## config.mk

```make
export PLATFORM = sky130hd
export DESIGN_NAME = hazard_stall_ctrl_flat
export DESIGN_NICKNAME = d
export VERILOG_FILES = /design/src/rtl/rv_pipe_pkg.sv /design/src/rtl/hazard_stall_ctrl_if.sv /design/src/rtl/hazard_stall_ctrl_hazard_detect.sv /design/src/rtl/hazard_stall_ctrl.sv /design/src/flat_wrapper.sv
export SDC_FILE = /design/constraint.sdc
export NUM_CORES = 1
export LEC_CHECK = 0
export CAP_MARGIN = 15
export CORE_AREA = 5 5 57 59
export CTS_BUF_LIST = sky130_fd_sc_hd__clkbuf_4 sky130_fd_sc_hd__clkbuf_8 sky130_fd_sc_hd__clkbuf_16
export DETAILED_ROUTE_END_ITERATION = 6
export DIE_AREA = 0 0 62 64
export PLACE_DENSITY = 0.87
export SLEW_MARGIN = 25
export SYNTH_ARGS = -nofsm -noshare
export SYNTH_HDL_FRONTEND = slang
export SYNTH_SLANG_ARGS = --single-unit
export TNS_END_PERCENT = 5
```

## constraint.sdc

```tcl
create_clock -name clk -period 5.5 [get_ports clk]
set_input_delay 1.1 -clock clk [delete_from_list [all_inputs] [get_ports clk]]
set_output_delay 1.1 -clock clk [all_outputs]
set_load 0.01 [all_outputs]
```

## src/rtl/rv_pipe_pkg.sv

```systemverilog
// Shared RV32 pipeline definitions: opcode field values (inst[6:2]), stall FSM
// encoding and the rs1/rs2 usage decode shared by hazard and forwarding logic.
package rv_pipe_pkg;

  localparam logic [4:0] OPC_LOAD   = 5'b00000;
  localparam logic [4:0] OPC_STORE  = 5'b01000;
  localparam logic [4:0] OPC_BRANCH = 5'b11000;
  localparam logic [4:0] OPC_JAL    = 5'b11011;
  localparam logic [4:0] OPC_JALR   = 5'b11001;
  localparam logic [4:0] OPC_LUI    = 5'b01101;
  localparam logic [4:0] OPC_AUIPC  = 5'b00101;
  localparam logic [4:0] OPC_OPIMM  = 5'b00100;
  localparam logic [4:0] OPC_OP     = 5'b01100;

  typedef enum logic [1:0] {
    ST_RUN      = 2'd0,
    ST_LU_STALL = 2'd1,
    ST_MEM_WAIT = 2'd2
  } stall_state_e;

  // Returns {rs2_used, rs1_used}
  function automatic logic [1:0] rs_used(input logic [4:0] opc);
    logic [1:0] u;
    u[0] = !((opc == OPC_LUI) || (opc == OPC_AUIPC) || (opc == OPC_JAL));
    u[1] = (opc == OPC_OP) || (opc == OPC_STORE) || (opc == OPC_BRANCH);
    return u;
  endfunction

endpackage

```

## src/rtl/hazard_stall_ctrl_if.sv

```systemverilog
// Hazard controller bundle: IF/ID, ID/EX, EX and MEM status in, pipeline
// register enables/flushes and debug status out.
interface hazard_stall_ctrl_if;
  logic [4:0] ifid_rs1;
  logic [4:0] ifid_rs2;
  logic [4:0] ifid_opcode;
  logic [4:0] idex_rd;
  logic       idex_regwrite;
  logic [4:0] idex_opcode;
  logic       ex_redirect;
  logic       exmem_memop;
  logic       dmem_ready;
  logic       pc_en;
  logic       ifid_en;
  logic       ifid_flush;
  logic       idex_en;
  logic       idex_flush;
  logic       exmem_en;
  logic [1:0] stall_state;
  logic       mem_timeout_err;

  modport master (
    output ifid_rs1, ifid_rs2, ifid_opcode, idex_rd, idex_regwrite, idex_opcode,
           ex_redirect, exmem_memop, dmem_ready,
    input  pc_en, ifid_en, ifid_flush, idex_en, idex_flush, exmem_en,
           stall_state, mem_timeout_err
  );

  modport slave (
    input  ifid_rs1, ifid_rs2, ifid_opcode, idex_rd, idex_regwrite, idex_opcode,
           ex_redirect, exmem_memop, dmem_ready,
    output pc_en, ifid_en, ifid_flush, idex_en, idex_flush, exmem_en,
           stall_state, mem_timeout_err
  );
endinterface

```

## src/rtl/hazard_stall_ctrl_hazard_detect.sv

```systemverilog
// Combinational load-use detector: IF/ID source registers against a load's rd
// in ID/EX. x0 and non-writing instructions never produce a hazard.
module hazard_detect
  import rv_pipe_pkg::*;
(
  input  logic [4:0] i_rs1,
  input  logic [4:0] i_rs2,
  input  logic [4:0] i_opcode,
  input  logic [4:0] i_rd,
  input  logic       i_regwrite,
  input  logic [4:0] i_rd_opcode,
  output logic       o_load_use
);
  logic [1:0] w_used;
  logic       w_hit1;
  logic       w_hit2;

  assign w_used     = rs_used(i_opcode);
  assign w_hit1     = w_used[0] && (i_rd == i_rs1);
  assign w_hit2     = w_used[1] && (i_rd == i_rs2);
  assign o_load_use = (i_rd_opcode == OPC_LOAD) && i_regwrite && (i_rd != 5'd0)
                      && (w_hit1 || w_hit2);
endmodule

```

## src/rtl/hazard_stall_ctrl.sv

```systemverilog
// Pipeline sequencing controller: load-use bubbles, EX redirect flushes and
// dmem wait freeze with timeout. HAZARD_PERF_CNT_EN adds event counters.
module hazard_stall_ctrl
  import rv_pipe_pkg::*;
#(
  parameter int LOAD_STALL_CYCLES = 1,
  parameter int MEM_TIMEOUT       = 255,
  parameter int CNT_W             = 8
) (
  input  logic                clk,
  input  logic                rst,
  hazard_stall_ctrl_if.slave  bus
`ifdef HAZARD_PERF_CNT_EN
  ,
  output logic [31:0]         perf_lu_stalls,
  output logic [31:0]         perf_flushes,
  output logic [31:0]         perf_mem_waits
`endif
);
  stall_state_e     r_state, w_state_nxt;
  logic [CNT_W-1:0] r_lu_cnt, w_lu_nxt;
  logic [CNT_W-1:0] r_wait_cnt, w_wait_nxt;
  logic             r_err;
  logic             w_load_use, w_timeout, w_mem_wait;
  logic             w_lu_stall;

  hazard_detect u_hd (
    .i_rs1       (bus.ifid_rs1),
    .i_rs2       (bus.ifid_rs2),
    .i_opcode    (bus.ifid_opcode),
    .i_rd        (bus.idex_rd),
    .i_regwrite  (bus.idex_regwrite),
    .i_rd_opcode (bus.idex_opcode),
    .o_load_use  (w_load_use)
  );

  // On timeout the freeze is dropped for this cycle so the stuck access drains.
  assign w_timeout  = (r_state == ST_MEM_WAIT) && (r_wait_cnt >= CNT_W'(MEM_TIMEOUT));
  assign w_mem_wait = bus.exmem_memop && !bus.dmem_ready && !w_timeout;
  assign w_lu_stall = !w_mem_wait && !bus.ex_redirect
                      && ((r_state == ST_LU_STALL) || w_load_use);

  always_comb begin
    w_state_nxt    = ST_RUN;
    w_lu_nxt       = '0;
    w_wait_nxt     = '0;
    bus.pc_en      = 1'b1;
    bus.ifid_en    = 1'b1;
    bus.ifid_flush = 1'b0;
    bus.idex_en    = 1'b1;
    bus.idex_flush = 1'b0;
    bus.exmem_en   = 1'b1;
    if (w_mem_wait) begin
      bus.pc_en    = 1'b0;
      bus.ifid_en  = 1'b0;
      bus.idex_en  = 1'b0;
      bus.exmem_en = 1'b0;
      w_state_nxt  = ST_MEM_WAIT;
      w_wait_nxt   = (r_wait_cnt == '1) ? r_wait_cnt : r_wait_cnt + CNT_W'(1);
    end else if (bus.ex_redirect) begin
      bus.ifid_flush = 1'b1;
      bus.idex_flush = 1'b1;
    end else if (w_lu_stall) begin
      bus.pc_en      = 1'b0;
      bus.ifid_en    = 1'b0;
      bus.idex_flush = 1'b1;
      if (r_state == ST_LU_STALL) begin
        if (r_lu_cnt != CNT_W'(LOAD_STALL_CYCLES - 1)) begin
          w_state_nxt = ST_LU_STALL;
          w_lu_nxt    = r_lu_cnt + CNT_W'(1);
        end
      end else if (LOAD_STALL_CYCLES > 1) begin
        w_state_nxt = ST_LU_STALL;
        w_lu_nxt    = CNT_W'(1);
      end
    end
    if (!rst) begin
      bus.pc_en      = 1'b0;
      bus.ifid_en    = 1'b0;
      bus.ifid_flush = 1'b1;
      bus.idex_en    = 1'b0;
      bus.idex_flush = 1'b1;
      bus.exmem_en   = 1'b0;
    end
  end

  always_ff @(posedge clk or negedge rst) begin
    if (!rst) begin
      r_state    <= ST_RUN;
      r_lu_cnt   <= '0;
      r_wait_cnt <= '0;
      r_err      <= 1'b0;
    end else begin
      r_state    <= w_state_nxt;
      r_lu_cnt   <= w_lu_nxt;
      r_wait_cnt <= w_wait_nxt;
      if (w_timeout) r_err <= 1'b1;
    end
  end

  assign bus.stall_state     = r_state;
  assign bus.mem_timeout_err = r_err;

`ifdef HAZARD_PERF_CNT_EN
  always_ff @(posedge clk or negedge rst) begin
    if (!rst) begin
      perf_lu_stalls <= '0;
      perf_flushes   <= '0;
      perf_mem_waits <= '0;
    end else begin
      if (w_lu_stall)                     perf_lu_stalls <= perf_lu_stalls + 32'd1;
      if (!w_mem_wait && bus.ex_redirect) perf_flushes   <= perf_flushes + 32'd1;
      if (w_mem_wait)                     perf_mem_waits <= perf_mem_waits + 32'd1;
    end
  end
`endif
endmodule
```

## src/flat_wrapper.sv

```systemverilog
// flat-port wrapper written by rule: the top's interface ports become plain ports
module hazard_stall_ctrl_flat import rv_pipe_pkg::*;
#(
  parameter int LOAD_STALL_CYCLES = 1,
  parameter int MEM_TIMEOUT       = 255,
  parameter int CNT_W             = 8
)
  (clk, rst, bus_ifid_rs1, bus_ifid_rs2, bus_ifid_opcode, bus_idex_rd, bus_idex_regwrite, bus_idex_opcode, bus_ex_redirect, bus_exmem_memop, bus_dmem_ready, bus_pc_en, bus_ifid_en, bus_ifid_flush, bus_idex_en, bus_idex_flush, bus_exmem_en, bus_stall_state, bus_mem_timeout_err);
  hazard_stall_ctrl_if bus_i ();
  input  logic clk;
  input  logic rst;
  input wire logic [$bits(bus_i.ifid_rs1)-1:0] bus_ifid_rs1;
  input wire logic [$bits(bus_i.ifid_rs2)-1:0] bus_ifid_rs2;
  input wire logic [$bits(bus_i.ifid_opcode)-1:0] bus_ifid_opcode;
  input wire logic [$bits(bus_i.idex_rd)-1:0] bus_idex_rd;
  input wire logic [$bits(bus_i.idex_regwrite)-1:0] bus_idex_regwrite;
  input wire logic [$bits(bus_i.idex_opcode)-1:0] bus_idex_opcode;
  input wire logic [$bits(bus_i.ex_redirect)-1:0] bus_ex_redirect;
  input wire logic [$bits(bus_i.exmem_memop)-1:0] bus_exmem_memop;
  input wire logic [$bits(bus_i.dmem_ready)-1:0] bus_dmem_ready;
  output wire logic [$bits(bus_i.pc_en)-1:0] bus_pc_en;
  output wire logic [$bits(bus_i.ifid_en)-1:0] bus_ifid_en;
  output wire logic [$bits(bus_i.ifid_flush)-1:0] bus_ifid_flush;
  output wire logic [$bits(bus_i.idex_en)-1:0] bus_idex_en;
  output wire logic [$bits(bus_i.idex_flush)-1:0] bus_idex_flush;
  output wire logic [$bits(bus_i.exmem_en)-1:0] bus_exmem_en;
  output wire logic [$bits(bus_i.stall_state)-1:0] bus_stall_state;
  output wire logic [$bits(bus_i.mem_timeout_err)-1:0] bus_mem_timeout_err;
  assign bus_i.ifid_rs1 = bus_ifid_rs1;
  assign bus_i.ifid_rs2 = bus_ifid_rs2;
  assign bus_i.ifid_opcode = bus_ifid_opcode;
  assign bus_i.idex_rd = bus_idex_rd;
  assign bus_i.idex_regwrite = bus_idex_regwrite;
  assign bus_i.idex_opcode = bus_idex_opcode;
  assign bus_i.ex_redirect = bus_ex_redirect;
  assign bus_i.exmem_memop = bus_exmem_memop;
  assign bus_i.dmem_ready = bus_dmem_ready;
  assign bus_pc_en = bus_i.pc_en;
  assign bus_ifid_en = bus_i.ifid_en;
  assign bus_ifid_flush = bus_i.ifid_flush;
  assign bus_idex_en = bus_i.idex_en;
  assign bus_idex_flush = bus_i.idex_flush;
  assign bus_exmem_en = bus_i.exmem_en;
  assign bus_stall_state = bus_i.stall_state;
  assign bus_mem_timeout_err = bus_i.mem_timeout_err;
  hazard_stall_ctrl #(.LOAD_STALL_CYCLES(LOAD_STALL_CYCLES), .MEM_TIMEOUT(MEM_TIMEOUT), .CNT_W(CNT_W)) u_core (.clk(clk), .rst(rst), .bus(bus_i));
endmodule
```

==> impl_metrics.tcl <==
set metrics [dict create \
    async_reset_ff_share_pct 100 \
    dieArea_mm2 0.00397 \
    cts_post_setup_buffers_inserted 0 \
    areaGrowthSynthToFinish_pct 37.7 \
    vias_per_cell 5.44 \
    ctsResizeCount 0 \
    timing.final.crit_share_pct 77.9 \
    r2r_cells 6 \
    hold_violations 0 \
    ys_seq_elements 19 \
    drc 0 \
    p_sw_w 0.0000633 \
    grt_pass1_wl_mm 4.40 \
    synth-edff-count 0 \
    fin_area_mm2 0.00160 \
    pwr-share-seq_pct 53.7 \
    synthFlopType "dfrtp_1" \
    synth_commonest_cells "dfrtp_1, nor2_1, xor2_1" \
    powerDensity_mw_per_mm2 165 \
    cpPeakStageDelay_ns 0.57 \
    ys_seq_area_share_pct 40.9 \
    wl_mm 2.82 \
    cp.depth 7 \
    synth.distinct_cells 38 \
    die_y_um 64 \
    die_w_um 62 \
    power_w 0.000264 \
    root_buffer "clkbuf_4" \
    yosysTopAreaCell "dfrtp_1" \
    grt_max_degree 14 \
    numCtsBuffers 3 \
    path_cells "clkdlybuf4s50_1, or4b_1, nor3_1, o21ai_1, nor3b_1, o31ai_1, clkdlybuf4s50_1" \
    drtIter0Drc 46 \
    overflow 0 \
    clockBufferDepth 2 \
    hold_class "reg2reg" \
    place_ws_ns 1.19 \
    wl_per_cell_um 14.5 \
    critPathMostFrequentCell "clkdlybuf4s50_1" \
    setup_tns_ns 0 \
    synth_area_mm2 0.00116 \
    port_buffers 39 \
    skew_ns 0.00660 \
    hold_buffers 0 \
    nets 198 \
    cp.arrival_ns 3.18 \
    slew_violations 0 \
    end_kind "output port" \
    p_comb_share_pct 19.9 \
    vias 1056 \
    reg2reg_setup_slack_ns 3.49 \
    synthCells 122 \
    firstDrtPassIters 4 \
    yosys.cell_count.top_type "dfrtp_1" \
    grt_antenna_before_repair 0 \
    max_slew_margin_pct 63.1 \
    leakage_nw 0.700 \
    avgSynthCellArea_um2 9.53 \
    grt.total_usage_pct 14.4 \
    critPathTopFamily "buffers and inverters" \
    place.gp.congestion 0.760 \
    path_max_fanout 2 \
    num_rows 19 \
    crit_type "in2out" \
    fin_ws_ns 1.22 \
    syn_nets 156 \
    cts_tree "built" \
    grt_setup_unrepaired "no" \
    drv_cap 0 \
    p_int_w 0.000200 \
    start_util_pct 43.7 \
    clk_pin_slew_worst_paths_ns 0.10 \
    swShare_pct 24.0 \
    diodes 0 \
    cp-endpoint "bus_idex_flush" \
    dp_hpwl_mm 2.34 \
    critPathBufInv 2 \
    num_io_pins 40 \
    synth.area.top_cells "dfrtp_1, xor2_1, xnor2_1, nor2_1, and3_1" \
    cp.required_ns 4.40 \
    ant_nets 0 \
    ir_drop_uv 142 \
    ys_warn_count 0 \
    dpl_cell_area_mm2 0.00157 \
    critical_path.slowest_cell "clkdlybuf4s50_1" \
    clock_latency_ns 0.30 \
    worstSetupStartpoint "bus_idex_opcode[3]" \
    htree_levels 1 \
    finalSetupViolCount 0 \
    core_region_area_mm2 0.00266 \
    drive_above_1_share_pct 6.75 \
    max_freq_mhz 233 \
    clkPwrFrac_pct 26.4 \
    holdWs_ns 0.498 \
    r2r-end "u_core.r_lu_cnt[6]" \
    clock-sinks 19 \
    crit-reg2reg-launch "u_core.r_wait_cnt[0]" \
    worstMarginPinSlew_ns 0.552 \
    status "complete, no violations" \
    synth_top_area_share_pct 40.9 \
    start_kind "primary input" \
    fin_crit_ns 4.28 \
    fill_cells 219 \
    grt_pass1_vias 1112 \
]
## stage by stage
| stage | instances | util [%] |
|---|---|---|
| floorplan | 122 | - |
| global placement | 190 | 59.1 |
| detailed placement | 190 | 59.1 |
| CTS | 194 | 60.1 |
| global route | 194 | 60.1 |
| finish | 194 | 60.1 |
## cells by family after synthesis
family | after synthesis | share of synthesized area (%)
simple gates | 59 | 28.9
flops | 19 | 40.9
xor+xnor | 18 | 13.6
compound gates | 13 | 8.40
buf+inv | 9 | 4.20
fa+ha+maj | 3 | 3.23
mux | 1 | 0.861
## registers in the layout (all words and copies together), names as in the netlist
register / flops
u_core.r_lu_cnt: 8
u_core.bus.stall_state: 2
u_core.r_wait_cnt: 8
u_core.bus.mem_timeout_err: 1
## power by group through the flow
| stage | sequential, W | combinational [W] | clock (W) |
|---|---|---|---|
| 5_1_grt | 0.000142 | 0.0000564 | 0.0000779 |
| 6_report | 0.000142 | 0.0000524 | 0.0000698 |
| 3_5_place_dp | 0.000144 | 0.0000529 | 0 |
| 3_3_place_gp | 0.000144 | 0.0000511 | 0 |
| 2_1_floorplan | 0.000144 | 0.0000173 | 0 |
| 4_1_cts | 0.000142 | 0.0000531 | 0.0000732 |
## cell type report
| type | count | area [µm²] | share of cell area [%] |
|---|---|---|---|
| Clock inverter | 1 | 5.00 | 0.313 |
| Clock buffer | 3 | 22.5 | 1.41 |
| Multi-Input combinational cell | 94 | 638 | 39.9 |
| Tap cell | 31 | 38.8 | 2.42 |
| Sequential cell | 19 | 475 | 29.7 |
| Timing Repair Buffer | 40 | 398 | 24.9 |
| Inverter | 6 | 22.5 | 1.41 |
## how the worst min path moves through the flow
stage                                from                    endpoint  slack, ns  depth (start not counted)
2_1_floorplan        u_core.r_wait_cnt[6]        u_core.r_wait_cnt[6]       0.46                          1
3_3_place_gp   u_core.bus.mem_timeout_err  u_core.bus.mem_timeout_err       0.45                          1
3_5_place_dp   u_core.bus.mem_timeout_err  u_core.bus.mem_timeout_err       0.48                          1
4_1_cts        u_core.bus.mem_timeout_err  u_core.bus.mem_timeout_err       0.51                          1
5_1_grt        u_core.bus.mem_timeout_err  u_core.bus.mem_timeout_err       0.53                          1
6_report       u_core.bus.mem_timeout_err  u_core.bus.mem_timeout_err       0.50                          1
## cell usage in the layout, fill, tap and decap left out, types with 2 or more instances in the layout
cell	instances
a31oi_1	2
nand3_1	10
nor3_1	2
nor2_1	16
nor3b_1	2
xnor2_1	7
xor2_1	11
and3_1	8
nor4_1	3
nand2_1	5
clkbuf_4	3
clkdlybuf4s50_1	39
ha_1	3
o21ai_0	3
inv_1	6
dfrtp_1	19
## routing by layer
| metal | track usage, % | part of all wire (%) |
|---|---|---|
| met5 | 0 | 0 |
| met4 | 4.77 | 0.75 |
| met3 | 5.03 | 16 |
| met2 | 26.0 | 49 |
| met1 | 14.8 | 35 |
Note: power is estimated with default switching activity, not from simulation.
==> edit: new RTL, same flow settings <==
`CNT_W` is set to 8 in 2 places; all go to 10.
--- a/src/rtl/hazard_stall_ctrl.sv
+++ b/src/rtl/hazard_stall_ctrl.sv
@@ -7,3 +7,3 @@
   parameter int MEM_TIMEOUT       = 255,
-  parameter int CNT_W             = 8
+  parameter int CNT_W             = 10
 ) (
--- a/src/flat_wrapper.sv
+++ b/src/flat_wrapper.sv
@@ -5,3 +5,3 @@
   parameter int MEM_TIMEOUT       = 255,
-  parameter int CNT_W             = 8
+  parameter int CNT_W             = 10
 )
Formal check against the unedited RTL: no difference found for any inputs over 10 cycles, from zero or initial values and one cycle with rst low; that may be too few to reach the edited logic, so the function may still have changed.
==> edit against the original RTL <==
Wire length grew 19%. Design area grew 17%. Clock skew shrank 0.0038 ns. Non-clock buffer count is the same. Maximum frequency shrank 3.6%. Synthesized area grew 23%. Combinational power grew 18%. Power grew 21%. Worst setup slack lost 0.16 ns. Sequential cell count grew 4. Critical path type unchanged. Critical endpoint is now bus_ifid_en.
==> edit: results (changes against the original RTL) <==
[yosys]
synth_fp_nets = 184  ; was 156
seq_area_frac_synth = 0.404  ; was 0.409
synth_xor_area_frac = 0.141  ; was 0.136
synth.distinct_cells = 41  ; was 38
synth_warnings = 0  ; unchanged
synthAdderAreaFrac = 0.0263  ; was 0.0323
synthMuxAreaShare = 0.00702  ; was 0.00861
synth_compound_area_frac = 0.131  ; was 0.0840
synth_commonest_cells = nor2_1, dfrtp_1, xor2_1, xnor2_1  ; was dfrtp_1, nor2_1, xor2_1, nand3_1, and3_1

[power_and_ir_drop]
leakage_uw = 0.000766  ; was 0.000700 µW
ir_drop_v = 0.000191  ; was 0.000142 V
p_clk_uw = 82.8  ; was 69.8 µW
comb_power_uw = 62.0  ; was 52.4 µW
p_sw_uw = 77.2  ; was 63.3 µW

[route]
num_vias = 1237  ; was 1056
routed_wl_um = 3340  ; was 2820 µm
wirelength_met1_um = 1350  ; was 983 µm
highest_layer = met4  ; unchanged
wl_met3_um = 97  ; was 437 µm
drt_iter0_markers = 52  ; was 46

[critical_path]
cp_slowest_cell = or4_1  ; was clkdlybuf4s50_1
reg2reg_slack_ns = 3.55  ; was 3.49 ns
reg2reg_to = u_core.r_wait_cnt[9]  ; was u_core.r_lu_cnt[6]
slowest_delay_ns = 0.55  ; was 0.57 ns
worstSetupEndpoint = bus_ifid_en  ; was bus_idex_flush
cp_max_fo = 3  ; was 2
cp_data_arrival_time_ns = 3.34  ; was 3.18 ns
critPathLaunch = bus_idex_rd[0]  ; was bus_idex_opcode[3]

[cts]
cts_setup_buffers = 0  ; unchanged
cts.clk_slew.worst_paths_ns = 0.12  ; was 0.10 ns

[sta]
fin_skew_ns = 0.00278  ; was 0.00660 ns
worstMarginPinSlew_ns = 0.546  ; was 0.552 ns
tns_ns = 0  ; unchanged

[placed_design]
placed_area_mm2 = 0.00184  ; was 0.00157 mm²
place.gp.congestion = 0.801  ; was 0.760
portBuffers = 39  ; unchanged

[outcome]
outcome = complete, no violations  ; unchanged

[grt]
grt_max_degree = 28  ; was 14
grtUsageTotal = 0.183  ; was 0.144
grt_pass1_wl_um = 5580  ; was 4400 µm
gr-usage-met2 = 0.324  ; was 0.260
grtUsageMet3 = 0.0382  ; was 0.0503
grt_pass1_vias = 1285  ; was 1112
use_met1 = 0.214  ; was 0.148

[finish]
fill_cells = 217  ; was 219
fin_nets = 226  ; was 198
drive_gt1_frac = 0.0524  ; was 0.0675

## edit: cell types whose count changed after synthesis, sizes merged, moves of 3 or more
cell,change
dfrtp,+4
nor2,+10
and3,-7
nand3,-5
nor3,+3
xor2,+3
## edit: metrics by stage
stage	instances	hold WS, ns	setup WS, ns
6_report	222	0.478	1.06
5_1_grt	222	0.519	0.991
4_1_cts	222	0.484	1.05
3_5_place_dp	218	0.459	1.05
3_3_place_gp	218	0.457	1.14
2_1_floorplan	150	0.475	2.00
## edit: final cells by class
class	count	area, µm²	area share
multi-input combinational	117	801	0.428
sequential	23	576	0.308
timing repair buffer	40	398	0.213
tap	31	38.8	0.0207
clock buffer	4	30.0	0.0161
inverter	7	26.3	0.0141
## edit: cells by family (layout without fill, tap and decap cells)
kind of cell    after synthesis  after routing
flops                        23             23
simple gates                 68             68
mux                           1              1
xor+xnor                     23             23
buf+inv                      10             51
fa+ha+maj                     3              3
compound gates               22             22
